==> config.mk <==
export PLATFORM = sky130hd
export DESIGN_NAME = pc_sequencer
export DESIGN_NICKNAME = d
export VERILOG_FILES = /design/src/rtl/pc_sequencer.sv
export SDC_FILE = /design/constraint.sdc
export NUM_CORES = 1
export LEC_CHECK = 0
export BUFFER_PORTS_ARGS = -buffer_cell sky130_fd_sc_hd__buf_2
export CAP_MARGIN = 40
export CELL_PAD_IN_SITES_DETAIL_PLACEMENT = 1
export CELL_PAD_IN_SITES_GLOBAL_PLACEMENT = 2
export CORE_ASPECT_RATIO = 1.2
export CORE_UTILIZATION = 40
export CTS_CLUSTER_SIZE = 30
export DETAILED_ROUTE_END_ITERATION = 7
export PLACE_DENSITY_LB_ADDON = 0.2
export REMOVE_ABC_BUFFERS = 1
export SYNTH_ARGS = -nofsm -noshare
export SYNTH_HDL_FRONTEND = slang
export SYNTH_SLANG_ARGS = --single-unit
==> constraint.sdc <==
create_clock -name clk -period 5.2 [get_ports clk]
set_clock_uncertainty 0.15 [all_clocks]
set_input_delay 0.78 -clock clk [delete_from_list [all_inputs] [get_ports clk]]
set_output_delay 0.78 -clock clk [all_outputs]
set_load 0.1 [all_outputs]
==> src/rtl/pc_sequencer.sv <==
// rtl/pc_sequencer.sv - fetch-stage program counter with stall, jump, branch and call/return stack
// Handles SEQ/JUMP/BRANCH/CALL/RET; sticky flags record push-when-full and pop-when-empty.
module pc_sequencer #(
  parameter int PC_WIDTH     = 8,
  parameter int RESET_VECTOR = 0,
  parameter int STEP         = 1,
  parameter int STACK_DEPTH  = 4,
  localparam int DW          = $clog2(STACK_DEPTH + 1)
) (
  input  logic                clk,
  input  logic                rst,
  input  logic                en,
  input  logic [2:0]          op,
  input  logic                cond,
  input  logic [PC_WIDTH-1:0] target,
  input  logic [PC_WIDTH-1:0] offset,
  output logic [PC_WIDTH-1:0] pc,
  output logic [DW-1:0]       depth,
  output logic                stack_full,
  output logic                stack_empty,
  output logic                ovf_err,
  output logic                unf_err
);

  typedef enum logic [2:0] {
    OP_SEQ    = 3'b000,
    OP_JUMP   = 3'b001,
    OP_BRANCH = 3'b010,
    OP_CALL   = 3'b011,
    OP_RET    = 3'b100
  } op_e;

  // Stack index width; depth itself needs one extra bit to represent "full".
  localparam int AW = (STACK_DEPTH > 1) ? $clog2(STACK_DEPTH) : 1;
  localparam logic [PC_WIDTH-1:0] STEP_V  = PC_WIDTH'(STEP);
  localparam logic [PC_WIDTH-1:0] RESET_V = PC_WIDTH'(RESET_VECTOR);
  localparam logic [DW-1:0]       FULL_V  = DW'(STACK_DEPTH);

  logic [PC_WIDTH-1:0] r_pc;
  logic [DW-1:0]       r_depth;
  logic                r_ovf_err;
  logic                r_unf_err;
  logic [PC_WIDTH-1:0] r_stack [STACK_DEPTH];

  logic [PC_WIDTH-1:0] w_seq_pc;
  logic [DW-1:0]       w_depth_dec;
  logic [AW-1:0]       w_push_idx;
  logic [AW-1:0]       w_pop_idx;
  logic                w_full;
  logic                w_empty;

  assign w_seq_pc    = r_pc + STEP_V;
  assign w_depth_dec = r_depth - DW'(1);
  assign w_push_idx  = r_depth[AW-1:0];
  assign w_pop_idx   = w_depth_dec[AW-1:0];
  assign w_full      = (r_depth == FULL_V);
  assign w_empty     = (r_depth == '0);

  always_ff @(posedge clk) begin
    if (rst) begin
      r_pc      <= RESET_V;
      r_depth   <= '0;
      r_ovf_err <= 1'b0;
      r_unf_err <= 1'b0;
    end else if (en) begin
      case (op_e'(op))
        OP_JUMP:   r_pc <= target;
        OP_BRANCH: r_pc <= cond ? (r_pc + offset) : w_seq_pc;
        OP_CALL: begin
          // The jump is taken even when the return address cannot be saved.
          r_pc <= target;
          if (w_full) begin
            r_ovf_err <= 1'b1;
          end else begin
            r_stack[w_push_idx] <= w_seq_pc;
            r_depth             <= r_depth + DW'(1);
          end
        end
        OP_RET: begin
          if (w_empty) begin
            r_pc      <= w_seq_pc;
            r_unf_err <= 1'b1;
          end else begin
            r_pc    <= r_stack[w_pop_idx];
            r_depth <= w_depth_dec;
          end
        end
        default:   r_pc <= w_seq_pc;
      endcase
    end
  end

  assign pc          = r_pc;
  assign depth       = r_depth;
  assign stack_full  = w_full;
  assign stack_empty = w_empty;
  assign ovf_err     = r_ovf_err;
  assign unf_err     = r_unf_err;

endmodule
==> summary.md <==
| Metric | Value |
|---|---|
| Status | `complete, no violations` |
| R2R depth | `6` |
| Ys async rst share | `0%` |
| Placer Congestion | `0.755` |
| Die height | `88.9 um` |
| Final #Nets | `284` |
| I/O Buffers | `37` |
| PD cells | `304 nW/um^2` |
| Fin crit period | `3.25 ns` |
| Final period util | `62.5%` |
| Via count | `1,925` |
| Max frequency | `308 MHz` |
| Setup CP Type | `reg2out` |
| CP Launch Type | `register` |
| Antenna violations before repair | `0` |
| Number of global-route vias before repair | `1,910` |
| CP max FO | `13` |
| Via density per instance | `5.83` |
| Hold crit path type | `reg2reg` |
| Yosys warns | `0` |
| Mean Syn Cell Area | `11.8 um^2` |
| Antenna diodes | `0` |
| Detailed Route Iter0 Violations | `62` |
| Hold Vio Cnt, Final | `0` |
| Maximum VDD drop | `0.177 mV` |
| Finished Core Util | `47.7%` |
| Core area | `6050 um^2` |
| Wire per inst | `19.3 um` |
| Mapped cell area | `2510 um^2` |
| Max Slew Vio Count | `0` |
| Leak | `1.07 nW` |
| Number of enable flip-flop cells after synthesis | `32` |
| Unrepaired setup endpoints after global routing | `no` |
| Clock Root Buffer | `clkbuf_8` |
| Synth cell types | `53` |
| Max-cap viol count | `0` |
| Multi-input combinational cell area | `1210 um^2` |
| CTS tree | `yes` |
| Pre-Repair DR Iteration Count | `4` |
| Placed Cells | `322` |
| Ratio of cells with drive above 1 in the final layout | `24.2%` |
| Final HPWL DP | `4680 um` |
| Largest net degree at the start of global routing | `19` |
| FF/Latch Area | `1220 um^2` |
| P&R area growth vs syn | `14.8%` |
| FP Rows | `31` |
| Clock transition at path regs | `0.08 ns` |
| Hold depth | `2` |
| Starting Density | `41.6%` |
| Cts bufs inserted | `5` |
| Die width | `74.4 um` |
| FF+latch count, synth | `45` |
| Worst EP arrival | `2.32 ns` |
| First-pass GRT wire length | `9910 um` |
| Final worst slack | `1.95 ns` |
| Total GRT Usage | `20.6%` |
| Sinks on Clock Net | `45` |
| Place WS | `2.20 ns` |
| Post-synthesis sequential area ratio | `48.6%` |
| Residual DRC | `0` |
| Gr ovfl total | `0` |
| TNS Setup | `0 ns` |
| FF-to-FF setup slack | `2.24 ns` |
| WL final | `6370 um` |
| Crit path capture type | `output pin` |
| CTS Hold Buffers Added | `0` |
| Max-slew headroom | `48.7%` |
| Fin cells | `330` |
| # setup viols final | `0` |
| WP data required | `4.27 ns` |
| Clock latency on the worst-skew pair | `0.29 ns` |
| H-tree Lvls | `2` |
| Clk buf depth | `2` |
| Fillers | `684` |
| Gate Count Post-Synth | `213` |
| Antenna-violating nets left | `0` |
| # IOs | `38` |
| Post-cts sizing count | `0` |
| Worst-Margin Slew | `0.766 ns` |
| Setup repair bufs after CTS | `0` |
| DIE AREA | `6610 um^2` |
| Synth Flop Type | `edfxtp_1` |
-- power breakdown --
part	internal [mW]	switching [mW]
clock	0.191	0.114
sequential	0.393	0.0160
combinational	0.0511	0.113
total	0.635	0.243
-- area by class of cell --
cell class                 count  area share (%)
sequential                    45            42.3
multi-input combinational    149            41.9
timing repair buffer          37            6.42
tap                           82            3.55
clock buffer                   5            2.38
clock inverter                 3            2.25
inverter                       9            1.17
-- flip-flops by register name (all words and copies together), names as in the netlist --
| signal | cells |
|---|---|
| depth | 3 |
| ovf_err | 1 |
| pc | 8 |
| r_stack | 32 |
| unf_err | 1 |
-- cells by family (layout without fill, tap and decap cells) --
kind of cell             after synthesis  in the layout  synth area share [%]
AO/OA/AOI/OAI                         64             64                  18.3
AND/OR/NAND/NOR                       56             56                  12.9
flip-flops                            45             45                  48.6
multiplexers                           9              9                  7.56
buffers and inverters                 19             54                  3.33
adder cells (fa/ha/maj)               14             14                  7.26
XOR/XNOR                               6              6                  2.09
-- cells in the mapped netlist (all sizes together) (5+ instances only) --
master	count	share of area, %
inv	9	1.3
dfxtp	13	10
edfxtp	32	38
nor2	14	2.2
mux4	8	7.2
a211oi	6	1.8
a311oi	6	2.1
a21oi	9	1.8
nand2	7	1.0
o21ai	10	2.0
nand3	7	1.4
clkbuf	6	0.95
ha	13	6.5
a31oi	5	1.2
-- worst max-delay path, cell delays in order (launching register included) --
cell and delay [ns]:
dfxtp_1 0.79, inv_1 0.21, ha_1 0.29, nand2b_1 0.27, inv_1 0.15, buf_2 0.32
-- per-layer routing --
| layer | global-route usage (%) | routed length [um] |
|---|---|---|
| met1 | 27.0 | 2920 |
| met2 | 33.6 | 3020 |
| met3 | 2.96 | 215 |
| met4 | 9.26 | 211 |
| met5 | 0 | 0 |
-- stage by stage --
step / area [um^2] / hold slack [ns] / total power, mW
floorplan: 2460 / 0.607 / 0.531
global placement: 2750 / 0.295 / 0.581
finish: 2890 / 0.327 / 0.878
CTS: 2890 / 0.338 / 0.890
detailed placement: 2750 / 0.314 / 0.581
global route: 2890 / 0.361 / 0.912
-- path summary, 6_finish.rpt --
| path | from | to |
|---|---|---|
| max | depth[0] | stack_empty |
| min | ovf_err | ovf_err |
| max reg2reg | depth[0] | pc[7] |
| min reg2reg | ovf_err | ovf_err |
-- cell usage in the layout, fill, tap and decap left out, types with 6 or more instances in the layout --
master and n:
a21oi_1 9, a311oi_1 6, ha_1 13, inv_1 9
nand3_1 7, dfxtp_1 13, mux4_2 8, edfxtp_1 32
o21ai_0 10, a211oi_1 6, buf_2 37, nand2_1 7
nor2_1 13
(Power assumes the default switching activity.)
